<file path="config.mk">
export PLATFORM = sky130hd
export DESIGN_NAME = fetch_unit
export DESIGN_NICKNAME = d
export VERILOG_FILES = /design/src/rtl/fetch_unit.sv
export SDC_FILE = /design/constraint.sdc
export NUM_CORES = 1
export LEC_CHECK = 0
export ABC_AREA = 0
export CAP_MARGIN = 30
export CORE_MARGIN = 5
export CORE_UTILIZATION = 38
export DETAILED_ROUTE_END_ITERATION = 10
export HOLD_SLACK_MARGIN = 0.08
export PLACE_DENSITY = 0.77
export REMOVE_ABC_BUFFERS = 1
export SYNTH_ARGS = -nofsm -noshare
export SYNTH_HDL_FRONTEND = slang
export SYNTH_SLANG_ARGS = --single-unit
</file>
<file path="constraint.sdc">
create_clock -name clk -period 1.5 [get_ports clk]
set_input_delay 0.15 -clock clk [delete_from_list [all_inputs] [get_ports clk]]
set_output_delay 0.15 -clock clk [all_outputs]
set_load 0.02 [all_outputs]
</file>
<file path="src/rtl/fetch_unit.sv">
// Instruction fetch front end: one outstanding read to a fixed-latency memory,
// with a one-entry output holding register and flush on redirect.
//
// state  | meaning
// IDLE   | no fetch outstanding, ready for a request
// WAIT   | read issued, counting memory latency
// HOLD   | instruction held until decode accepts it
module fetch_unit #(
    parameter int READ_LAT = 3,
    parameter int ADDR_W   = 16
) (
    input  logic              clk,
    input  logic              reset,
    input  logic [31:0]       pc,
    input  logic              req,
    output logic              req_ready,
    input  logic              flush,
    output logic              mem_en,
    output logic              mem_ren,
    output logic              mem_wen,
    output logic [ADDR_W-1:0] mem_addr,
    input  logic [31:0]       mem_dout,
    output logic [31:0]       instr,
    output logic [31:0]       instr_pc,
    output logic              instr_valid,
    input  logic              instr_ready,
    output logic              addr_err
);

    localparam logic [1:0] S_IDLE = 2'd0;
    localparam logic [1:0] S_WAIT = 2'd1;
    localparam logic [1:0] S_HOLD = 2'd2;

    // Data is captured one edge after it becomes valid, so the compare value is
    // READ_LAT itself; with READ_LAT<=15 the 4-bit counter never wraps.
    localparam logic [3:0] LAT_CNT = 4'(READ_LAT);

    logic [1:0] state;
    logic [3:0] cnt;
    logic       pc_out_of_range;

    assign req_ready       = (state == S_IDLE) || ((state == S_HOLD) && instr_ready && !flush);
    assign pc_out_of_range = (pc >> ADDR_W) != 32'd0;
    assign mem_wen         = 1'b0;

    always_ff @(posedge clk) begin
        if (reset) begin
            state       <= S_IDLE;
            cnt         <= 4'd0;
            instr       <= 32'd0;
            instr_pc    <= 32'd0;
            instr_valid <= 1'b0;
            mem_en      <= 1'b0;
            mem_ren     <= 1'b0;
            mem_addr    <= '0;
            addr_err    <= 1'b0;
        end else if (flush) begin
            state       <= S_IDLE;
            cnt         <= 4'd0;
            instr_valid <= 1'b0;
            mem_en      <= 1'b0;
            mem_ren     <= 1'b0;
        end else begin
            case (state)
                S_IDLE: begin
                    if (req) begin
                        state    <= S_WAIT;
                        cnt      <= 4'd0;
                        mem_addr <= pc[ADDR_W-1:0];
                        instr_pc <= pc;
                        mem_en   <= 1'b1;
                        mem_ren  <= 1'b1;
                        if (pc_out_of_range) addr_err <= 1'b1;
                    end
                end
                S_WAIT: begin
                    if (cnt == LAT_CNT) begin
                        state       <= S_HOLD;
                        instr       <= mem_dout;
                        instr_valid <= 1'b1;
                        mem_en      <= 1'b0;
                        mem_ren     <= 1'b0;
                    end else begin
                        cnt <= cnt + 4'd1;
                    end
                end
                S_HOLD: begin
                    if (instr_ready) begin
                        instr_valid <= 1'b0;
                        if (req) begin
                            // Hand-off and next issue share one edge: no idle bubble.
                            state    <= S_WAIT;
                            cnt      <= 4'd0;
                            mem_addr <= pc[ADDR_W-1:0];
                            instr_pc <= pc;
                            mem_en   <= 1'b1;
                            mem_ren  <= 1'b1;
                            if (pc_out_of_range) addr_err <= 1'b1;
                        end else begin
                            state <= S_IDLE;
                        end
                    end
                end
                default: state <= S_IDLE;
            endcase
        end
    end

endmodule

</file>
==> results.cfg <==
[power]
power_density_nw_per_um2 = 757
vdd.ir_drop.worst_mv = 0.401
power.leakage_nw = 2.22
total_power_w = 0.00405

[clock_tree]
htree_num_levels = 3
cts_tree = built
cts_root_buf = sky130_fd_sc_hd__clkbuf_8
clock_path_buffers = 2
holdBufCountCts = 0
cts_buffers = 9
clock_latency_late_sink_ns = 0.33
clkSinkCount = 74
worst_setup_hold_path_clk_slew_ns = 0.07

[timing]
timing_max_transition_violations_final = 0
timing.final.hold_violations = 0
setup-tns-final_ns = 0
max_freq_ghz = 0.668
rsz_0062_raised_after_global_routing = true
final.setup_skew_ns = 0.00709
final.min_clock_period_ns = 1.50
report.final.setup_viol = 0
layout_worst_path_cycle_share_pct = 99.9
worst_hold_margin_ns = 0.168
timing.final.ws_setup_ns = 0.00210

[placed_design]
dpl.cell_count = 605
numPortBuffers = 153
dp.final_hpwl_mm = 7.55
gp_congestion = 0.802
detailedPlace.worstSlack_ns = -0.148

[global_route]
gr-usage-all-layers_pct = 18.4
globalRoute.totalOverflow = 0
antenna_violations_before_repair = 0
wire_length_of_the_first_global_routing_pass_mm = 17.2
vias_in_the_first_global_route = 3361
grt_start_max_net_pins = 43

[layout]
area.growth.synth_to_final_pct = 54.0
nFillCells = 758
final_cells = 621
layout.cells.most_common = sky130_fd_sc_hd__clkdlybuf4s50_1
antenna-diode-count = 0
final_cell_mix = sky130_fd_sc_hd__clkdlybuf4s50_1, sky130_fd_sc_hd__dfxtp_1, sky130_fd_sc_hd__a21oi_1
fin_nets = 581
layout-drive-gt1-share_pct = 16.0

[worst_setup_path]
critical_path.endpoint_type = flop
worst_path_dominant_cell_family = simple AND/OR/NAND/NOR gates
worstPathRequired_ns = 1.78
crit_path_start_kind = flop
regToRegEndpoint = mem_ren$_SDFFE_PP0P_
reg2regPathDepth = 5
worst-r2r-setup-slack_ns = 0.002
crit_type = reg2reg
crit_path_max_incr_delay_ns = 0.44
critical_path.max_fanout = 4
crit_buf_inv = 1
worst_ep_arrival_time_ns = 1.77
timing.rr.start = cnt[0]$_SDFFE_PP0P_
critical_path.slowest_cell = sky130_fd_sc_hd__or3b_4
cp_cell_sequence = ha_4 > or3b_4 > buf_6 > nor3b_4 > o311a_1

[routing]
drtAntennaViolNets = 0
wl_per_cell_um = 18.2
drt-initial-drc-count = 295
drc = 0
routed-via-count = 3574
met3RoutedLength_um = 631
routed_wl_mm = 11.3
highest-signal-layer = met4
wl_met1_mm = 4.64
detail_route.first_pass.iterations = 4
wl_met2_mm = 5.88
drt-vias-per-instance = 5.76

[synthesis]
netlist-cell-type-count = 37
syn-instance-count = 382
syn-mean-instance-area_um2 = 9.09
ys.warnings.count = 0
yosysSeqAreaShare_pct = 42.7
post_synth_instance_area_um2 = 3470
postSynthRegisterBits = 74

[die]
boundaryPins = 155
floorplan.initialDensity_pct = 39.4
dieWidth_um = 106
core_area_um2 = 8810
fp.dieH_um = 106
std_cell_rows = 34
floorplan.die_area_um2 = 11200

[run]
max_cap_violations = 0

[outcome]
run_status = finished, final reports clean

[min_path]
hold-path-cell-count = 3
min_delay_worst_type = in2reg
min_from = reset
whs_endpoint = addr_err$_SDFFE_PP0P_
## cells by family (layout without fill, tap and decap cells)
family / Yosys count / in the layout / synth area share [%]
flip-flops: 74 / 74 / 42.7
AO/OA/AOI/OAI: 144 / 144 / 26.5
AND/OR/NAND/NOR: 95 / 95 / 17.8
adder cells (fa/ha/maj): 1 / 1 / 0.360
buffers and inverters: 67 / 198 / 12.6
other: 1 / 1 / 0.108
## cell usage after synthesis, drive strengths merged
cell type	count	area [um2]
dfxtp	74	1480
a21oi	70	350
nand4	65	407
buf	47	332
o21ai	33	248
o31ai	32	240
clkbuf	18	97.6
nand2b	4	32.5
nor4	4	25.0
nand2	3	11.3
nand3	3	15.0
nor2	3	11.3
and2b	2	15.0
inv	2	7.51
nand3b	2	15.0
nor2b	2	12.5
nor3b	2	31.3
o211ai	2	15.0
o221ai	2	17.5
o311a	2	20.0
or3	2	13.8
or3b	2	20.0
a22oi	1	12.5
a31oi	1	6.26
a32o	1	10.0
and3b	1	10.0
conb	1	3.75
ha	1	12.5
## area by class of cell
type / count / area [um2] / area share, %
tap: 108 / 135 / 2.53
multi-input combinational: 241 / 1590 / 29.8
clock buffer: 13 / 159 / 2.97
inverter: 2 / 7.51 / 0.140
sequential: 74 / 1480 / 27.7
timing repair buffer: 183 / 1970 / 36.8
## worst reg2reg max path, cell delays in order, from the launching register on
cell and delay, ns:
sky130_fd_sc_hd__dfxtp_2 0.36, sky130_fd_sc_hd__ha_4 0.15, sky130_fd_sc_hd__or3b_4 0.44, sky130_fd_sc_hd__buf_6 0.15
sky130_fd_sc_hd__nor3b_4 0.17, sky130_fd_sc_hd__o311a_1 0.18
## per-layer routing
metal / track usage, % / vias to the layer above
li1: - / 1706
met3: 3.67 / 16
met1: 22.9 / 1725
met5: 0 / -
met4: 6.20 / 0
met2: 31.9 / 127
## sequential cells by signal, indices dropped and copies added, names as in the netlist
| name | flops |
|---|---|
| mem_ren | 1 |
| instr | 32 |
| state | 2 |
| cnt | 4 |
| instr_pc | 32 |
| mem_en | 1 |
| instr_valid | 1 |
| addr_err | 1 |
## per-stage QoR
| step | util, % | cell area (um2) |
|---|---|---|
| after detailed placement | 57.0 | 5020 |
| after CTS | 59.0 | 5190 |
| after global placement | 57.0 | 5020 |
| after global routing | 60.8 | 5350 |
| after floorplan | - | 3040 |
| final | 60.8 | 5350 |
## worst max-delay path by stage
stage                         startpoint                   end  depth (start not counted)
2_1_floorplan      state[0]$_SDFFE_PP0P_   cnt[2]$_SDFFE_PP0P_                          3
3_5_place_dp                       flush             req_ready                          5
6_report             cnt[0]$_SDFFE_PP0P_  mem_ren$_SDFFE_PP0P_                          5
5_1_grt              cnt[0]$_SDFFE_PP0P_  mem_ren$_SDFFE_PP0P_                          5
4_1_cts        instr_pc[10]$_SDFFE_PP0P_          instr_pc[10]                          1
3_3_place_gp                       flush             req_ready                          5
## power breakdown
group	total, W	leakage, nW	switching [W]	internal [W]
registers	0.00204	0.601	0.0000302	0.00201
clock network	0.00132	0.0815	0.000650	0.000666
logic	0.000690	1.54	0.000339	0.000350
total	0.00405	2.22	0.00102	0.00303
## what timing repair did
item | in CTS | in global routing
hold endpoints to repair | 0 | 0
setup endpoints to repair | 38 | 62
gates resized for setup | 9 | 34
pin swaps | 2 | 13
gates cloned | 0 | 2
setup buffers | 0 | 1
Note: power is estimated with default switching activity, not from simulation.
